[config.mk]
export PLATFORM = sky130hd
export DESIGN_NAME = hdr_engine_sched
export DESIGN_NICKNAME = d
export VERILOG_FILES = /design/src/rtl/hdr_engine_sched.sv
export SDC_FILE = /design/constraint.sdc
export NUM_CORES = 1
export LEC_CHECK = 0
export CORE_MARGIN = 2
export CORE_UTILIZATION = 38
export DETAILED_ROUTE_END_ITERATION = 8
export GPL_TIMING_DRIVEN = 1
export HOLD_SLACK_MARGIN = 0.06
export PLACE_DENSITY_LB_ADDON = 0.25
export SLEW_MARGIN = 20
export SYNTH_ARGS = -nofsm -noshare
export SYNTH_HDL_FRONTEND = slang
export SYNTH_SLANG_ARGS = --single-unit
[constraint.sdc]
create_clock -name i_sys_clk -period 1.4 [get_ports i_sys_clk]
set_input_delay 0.28 -clock i_sys_clk [delete_from_list [all_inputs] [get_ports i_sys_clk]]
set_output_delay 0.28 -clock i_sys_clk [all_outputs]
set_load 0.005 [all_outputs]
[src/rtl/hdr_engine_sched.sv]
// HDR-DDR command scheduler: pops one descriptor, runs the CCC or normal-transfer engine,
// grants it the shared datapath, then emits a Restart or Exit pattern and returns a response.
module hdr_engine_sched #(
  parameter int unsigned TIMEOUT_CYCLES = 4095,
  parameter int unsigned CNT_W          = 12,
  parameter logic [3:0]  EXIT_MODE      = 4'd10,
  parameter logic [3:0]  RESTART_MODE   = 4'd11
) (
  input  logic        i_sys_clk,
  input  logic        i_sys_rst,
  input  logic        i_sched_en,
  input  logic        i_regf_cmd_valid,
  input  logic        i_regf_CP,
  input  logic        i_regf_TOC,
  output logic        o_regf_cmd_pop,
  output logic        o_ccc_en,
  input  logic        i_ccc_done,
  input  logic [3:0]  i_ccc_err_status,
  input  logic [16:0] i_ccc_ctrl,
  output logic        o_nt_en,
  input  logic        i_nt_done,
  input  logic [3:0]  i_nt_err_status,
  input  logic [16:0] i_nt_ctrl,
  input  logic        i_tx_mode_done,
  output logic [16:0] o_ctrl,
  output logic        o_resp_valid,
  output logic [3:0]  o_resp_err_status,
  output logic        o_resp_is_ccc,
  output logic        o_sched_done
);

  typedef enum logic [2:0] {
    StIdle, StFetch, StCccRun, StNtRun, StResp, StRestart, StExit
  } state_e;

  // Watchdog fires on the cycle the counter would reach TIMEOUT_CYCLES.
  localparam logic [CNT_W-1:0] WdLast = CNT_W'(TIMEOUT_CYCLES - 1);

  state_e           state_q, state_d;
  logic             cp_q, cp_d;
  logic             toc_q, toc_d;
  logic [3:0]       err_q, err_d;
  logic             resp_is_ccc_q, resp_is_ccc_d;
  logic [CNT_W-1:0] wd_q, wd_d;
  logic             ccc_en_q, ccc_en_d;
  logic             nt_en_q, nt_en_d;
  logic             sched_done_q, sched_done_d;

  always_comb begin
    state_d       = state_q;
    cp_d          = cp_q;
    toc_d         = toc_q;
    err_d         = err_q;
    resp_is_ccc_d = resp_is_ccc_q;
    wd_d          = wd_q;
    ccc_en_d      = 1'b0;
    nt_en_d       = 1'b0;
    sched_done_d  = 1'b0;
    unique case (state_q)
      StIdle: begin
        if (i_sched_en && i_regf_cmd_valid) begin
          state_d = StFetch;
          wd_d    = '0;
        end
      end
      StFetch: begin
        cp_d     = i_regf_CP;
        toc_d    = i_regf_TOC;
        ccc_en_d = i_regf_CP;
        nt_en_d  = ~i_regf_CP;
        state_d  = i_regf_CP ? StCccRun : StNtRun;
      end
      StCccRun: begin
        wd_d     = wd_q + 1'b1;
        ccc_en_d = 1'b1;
        if (i_ccc_done) begin
          err_d    = i_ccc_err_status;
          ccc_en_d = 1'b0;
          state_d  = StResp;
        end else if (wd_q == WdLast) begin
          err_d    = 4'hF;
          ccc_en_d = 1'b0;
          state_d  = StResp;
        end
        resp_is_ccc_d = (state_d == StResp) ? 1'b1 : resp_is_ccc_q;
      end
      StNtRun: begin
        wd_d    = wd_q + 1'b1;
        nt_en_d = 1'b1;
        if (i_nt_done) begin
          err_d   = i_nt_err_status;
          nt_en_d = 1'b0;
          state_d = StResp;
        end else if (wd_q == WdLast) begin
          err_d   = 4'hF;
          nt_en_d = 1'b0;
          state_d = StResp;
        end
        resp_is_ccc_d = (state_d == StResp) ? 1'b0 : resp_is_ccc_q;
      end
      StResp: begin
        state_d = (toc_q || (err_q != 4'h0)) ? StExit : StRestart;
      end
      StRestart: begin
        if (i_tx_mode_done) state_d = StIdle;
      end
      StExit: begin
        if (i_tx_mode_done) begin
          state_d      = StIdle;
          sched_done_d = 1'b1;
        end
      end
      default: state_d = StIdle;
    endcase
    // Abort: drop everything, and keep the response registers untouched.
    if (!i_sched_en && (state_q != StIdle)) begin
      state_d       = StIdle;
      ccc_en_d      = 1'b0;
      nt_en_d       = 1'b0;
      sched_done_d  = 1'b0;
      err_d         = err_q;
      resp_is_ccc_d = resp_is_ccc_q;
    end
  end

  always_ff @(posedge i_sys_clk) begin
    if (i_sys_rst) begin
      state_q       <= StIdle;
      cp_q          <= 1'b0;
      toc_q         <= 1'b0;
      err_q         <= 4'h0;
      resp_is_ccc_q <= 1'b0;
      wd_q          <= '0;
      ccc_en_q      <= 1'b0;
      nt_en_q       <= 1'b0;
      sched_done_q  <= 1'b0;
    end else begin
      state_q       <= state_d;
      cp_q          <= cp_d;
      toc_q         <= toc_d;
      err_q         <= err_d;
      resp_is_ccc_q <= resp_is_ccc_d;
      wd_q          <= wd_d;
      ccc_en_q      <= ccc_en_d;
      nt_en_q       <= nt_en_d;
      sched_done_q  <= sched_done_d;
    end
  end

  always_comb begin
    o_ctrl = '0;
    unique case (state_q)
      StCccRun: o_ctrl = i_ccc_ctrl;
      StNtRun:  o_ctrl = i_nt_ctrl;
      StRestart: begin
        o_ctrl[0]   = 1'b1;
        o_ctrl[4:1] = RESTART_MODE;
        o_ctrl[16]  = 1'b1;
      end
      StExit: begin
        o_ctrl[0]   = 1'b1;
        o_ctrl[4:1] = EXIT_MODE;
        o_ctrl[16]  = 1'b1;
      end
      default: o_ctrl = '0;
    endcase
  end

  assign o_regf_cmd_pop    = (state_q == StFetch);
  assign o_resp_valid      = (state_q == StResp);
  assign o_ccc_en          = ccc_en_q;
  assign o_nt_en           = nt_en_q;
  assign o_resp_err_status = err_q;
  assign o_resp_is_ccc     = resp_is_ccc_q;
  assign o_sched_done      = sched_done_q;

  one_engine_en: assert property (@(posedge i_sys_clk) !(ccc_en_q && nt_en_q));

endmodule

==> summary.md <==
| Metric | Value |
|---|---|
| Status | finished, violations left |
| Failing checks | setup timing |
| Final Setup Violations | 42 |
| Cell taking the most area after synthesis | dfxtp_1 |
| Simple-Gate Fraction of Synth Area | 0.283 |
| Initial antenna violation count | 0 |
| Compound-Gate Fraction of Synth Area | 0.206 |
| Post-placement cell area | 2850 sq um |
| Hold bufs inserted after CTS | 0 |
| Final core occ | 0.827 |
| Worst-Skew Late Latency | 0.27 ns |
| Kind of end point of the critical path | output port |
| Sw frac | 0.378 |
| Fillers | roughly 240 |
| Final Max Tran Viols | 0 |
| Nets@finish | 417 |
| DR WL/cell | 19.1 microns |
| FF+latch count, synth | 24 |
| Finished Cell Area | 3600 sq um |
| Pin count of the biggest net entering global routing | 13 |
| Crit path time final | 1.71 ns |
| Cell family with most CP delay | buffers and inverters |
| Post-DP HPWL | approximately 4100 microns |
| CTS tree | built |
| DP Worst Slack | -0.451 ns |
| Slew @ Worst Pin | 0.438 ns |
| Area Overhead vs Synth | 111% |
| CP arrival | approximately 1.4 ns |
| Gate power share | 0.716 |
| Synth Area per Inst | 8.34 sq um |
| FF-to-FF setup slack | -0.28 ns |
| Cell variety after synth | 53 |
| Die Wd | 71.1 microns |
| CTS Buffer Depth | 2 |
| EDFF count, synth | 0 |
| Proportion of layout cells with a drive suffix above 1 | 0.497 |
| Yosys warns | 0 |
| Post-Synth Adder-Cell Area | 0.0205 |
| Worst hold path depth | 2 |
| Rel. slew slack | 0.707 |
| Clock Pin Slew Worst Setup and Hold Paths | 0.09 ns |
| Lkg Pwr | 1.53 nW |
| Top cell by count, worst path | buf_12 |
| Worst reg2reg path depth | 6 |
| Proportion of synthesized chip area in sequential cells | 0.281 |
| Clock power share | 0.097 |
| Max-cap viol count | 0 |
| Gr ovfl total | 0 |
| Fmax | 586 MHz |
| WS Path Type | reg -> out |
| Power Density | 1240 nW/um^2 |
| First-pass GRT wire length | 10200 microns |
| Hold Crit Endpoint | toc_q |
| Period utilization | 1.22 |
| WHS | 0.504 ns |
| Cells after Synth | 205 |
| Final Hold Viols | 0 |
| Post-DRT Antenna Nets | 0 |
| N_diodes | 0 |
| R2R Path Start | state_q[0] |
| Crit-path slowest cell | dfxtp_4 |
| Worst Setup Slack, final | -0.306 ns |
| Asr flop ratio synth | 0 |
| Internal | 2.78 mW |
| # H-tree levels | 1 |
| Chip height | between 70 and 80 microns |
| Required time worst endpoint | 1.12 ns |
| Multiplexer share of the synthesized area | 0.118 |
| Number of global-route vias before repair | 2259 |
| Pre-antenna DRT Iters | 4 |
| Detailed-route via count | 2285 |
| Initial Util | 0.393 |
| Tot GR Track Use | 0.250 |
| Worst clock skew | ~0.0045 ns |
| Core ar. | 4350 sq um |
| Synth top area cells | dfxtp_1 (28%), mux2i_1 (11%), nor2_1 (6.8%) |
| Setup TNS Final | -8.80 ns |
| Crit path launch type | register |
| DRT iter0 DRCs | 143 |
| Worst path cell trace | buf_12, buf_12, buf_6, mux2i_1, nor2_1, buf_2 |
| Via-per-instance ratio | approximately 5.5 |
| Site row count | 24 |
| Ys flop type | dfxtp_1 |
| Post-route DRC | 0 |
| Buf/Inv on CP | 4 |
| Root Driver | clkbuf_8 |
| Post-Syn Area | 1710 sq um |
| RSZ-0062 raised after global routing | yes |
| Maximum VDD drop | 0.975 mV |
| Routability congestion estimate | 0.811 |
| WL final | roughly 7900 microns |
| Reg power frac | 0.187 |
| CTS sink count | 24 |
| Post-synthesis net count | 258 |
| Synth Area in XOR/XNOR | 0.0410 |
| Port bufs | 77 |
| CP Max Fanout | 4 |
| CTS buffer count | 3 |
| Largest family of logic cells by synthesized area | simple AND/OR/NAND/NOR gates |
| Die ar. | 5050 sq um |
| Crit-path max cell delay | 0.39 ns |
| Min-delay src | toc_q |
| Worst r2r dst | o_resp_is_ccc |
| Yosys top cell area share | 0.281 |
| Switching power | 1.69 mW |
| Boundary Pins | 78 |
| Worst hold path class | reg -> reg |
-- cell usage after synthesis, drive strengths merged, types with 2 or more instances --
library cell	number
o31a	3
inv	5
nand2	17
o21ai	10
ha	2
clkbuf	3
o211ai	2
nand3	5
mux2i	19
o32ai	2
nor3	9
xor2	5
nor2	33
nand4	5
dfxtp	24
nand2b	2
buf	9
a21oi	7
xnor2	3
a2111oi	4
o2111ai	2
nor2b	5
o221ai	4
or4	2
-- logic make-up (layout without fill, tap and decap cells) --
| kind of cell | after synthesis | after routing |
|---|---|---|
| and+or+nand+nor | 87 | 87 |
| adders and majority gates | 3 | 3 |
| AOI/OAI and AO/OA | 45 | 45 |
| xor gates and xnor gates | 8 | 8 |
| buffers and inverters | 18 | 175 |
| DFF | 24 | 24 |
| muxes | 20 | 20 |
-- area by class of cell --
type	instances	area [sq um]	share of cell area
timing repair buffer	166	1500	0.416
multi-input combinational	163	1480	0.410
sequential	24	499	0.139
tap	52	65.1	0.0181
clock buffer	3	41.3	0.0115
inverter	6	22.5	0.00625
-- state kept, by name (all words and copies together) (netlist names) --
signal / flops
o_resp_err_status: 4
o_resp_is_ccc: 1
o_nt_en: 1
wd_q: 12
o_ccc_en: 1
state_q: 3
toc_q: 1
o_sched_done: 1
-- through the flow --
step | power (mW) | cells
3_5_place_dp | 2.65 | 371
2_1_floorplan | 1.82 | 205
6_report | 4.46 | 414
5_1_grt | 4.65 | 414
3_3_place_gp | 2.63 | 371
4_1_cts | 3.76 | 398
-- worst max path at each step --
stage                                    start    endpoint  slack [ns]  cells after the start
after floorplan           o_resp_err_status[0]  state_q[1]       -0.02                      4
after global placement           i_ccc_ctrl[0]   o_ctrl[0]       -0.42                      5
after detailed placement         i_ccc_ctrl[4]   o_ctrl[4]       -0.45                      5
after CTS                           state_q[0]   o_ctrl[2]       -0.21                      5
after global routing                state_q[0]   o_ctrl[8]       -0.37                      6
final                               state_q[0]   o_ctrl[8]       -0.31                      6
-- power by group through the flow --
stage	clock, mW	sequential (mW)	combinational (mW)
floorplan	0	0.805	1.01
global placement	0	0.818	1.81
detailed placement	0	0.818	1.83
CTS	0.433	0.825	2.50
global route	0.447	0.842	3.36
finish	0.434	0.833	3.20
-- timing repair --
item	CTS	global route
buffers inserted	23	16
setup endpoints to repair	48	43
pin swaps	35	24
resized for setup	167	37
cloned	1	0
-- layout by cell type (no fill, tap or decap), types with 2 or more instances in the layout --
master,netlist,final
clkbuf_8,0,3
inv_1,5,5
o32ai_2,0,2
xor2_1,5,3
dfxtp_4,0,3
dlygate4sd2_1,0,4
nand2_1,17,14
o221ai_2,0,3
dfxtp_1,24,15
ha_1,2,2
or4_1,2,2
buf_12,0,2
clkdlybuf4s50_1,0,53
buf_2,6,18
buf_6,0,28
nand2b_4,0,2
xor2_2,0,2
mux2i_2,0,3
nand3_1,4,4
xnor2_1,3,3
nor2_2,2,10
buf_4,3,57
nor2b_4,0,4
mux2i_1,19,15
o31a_1,3,3
a2111oi_4,0,4
nand4_1,5,5
o21ai_1,0,6
nor2_1,31,21
nor3_1,8,8
dfxtp_2,0,6
a21oi_2,0,5
buf_8,0,3
nor2_4,0,2
o21ai_0,9,2
o211ai_1,2,2
-- layer usage --
metal / global-route usage / up-vias / wire, microns
li1: - / 1066 / -
met1: 0.283 / 1118 / 2950
met2: 0.480 / 76 / 4380
met3: 0.0399 / 25 / 273
met4: 0.0713 / 0 / 301
met5: 0 / - / 0
-- worst reg2reg max path: stages, from the launching register on --
cell	delay, ns
dfxtp_4	0.38
buf_4	0.14
buf_6	0.11
buf_6	0.13
mux2_4	0.32
o31a_1	0.24
o221a_2	0.26
No activity file was read; power rests on OpenSTA's default activity.
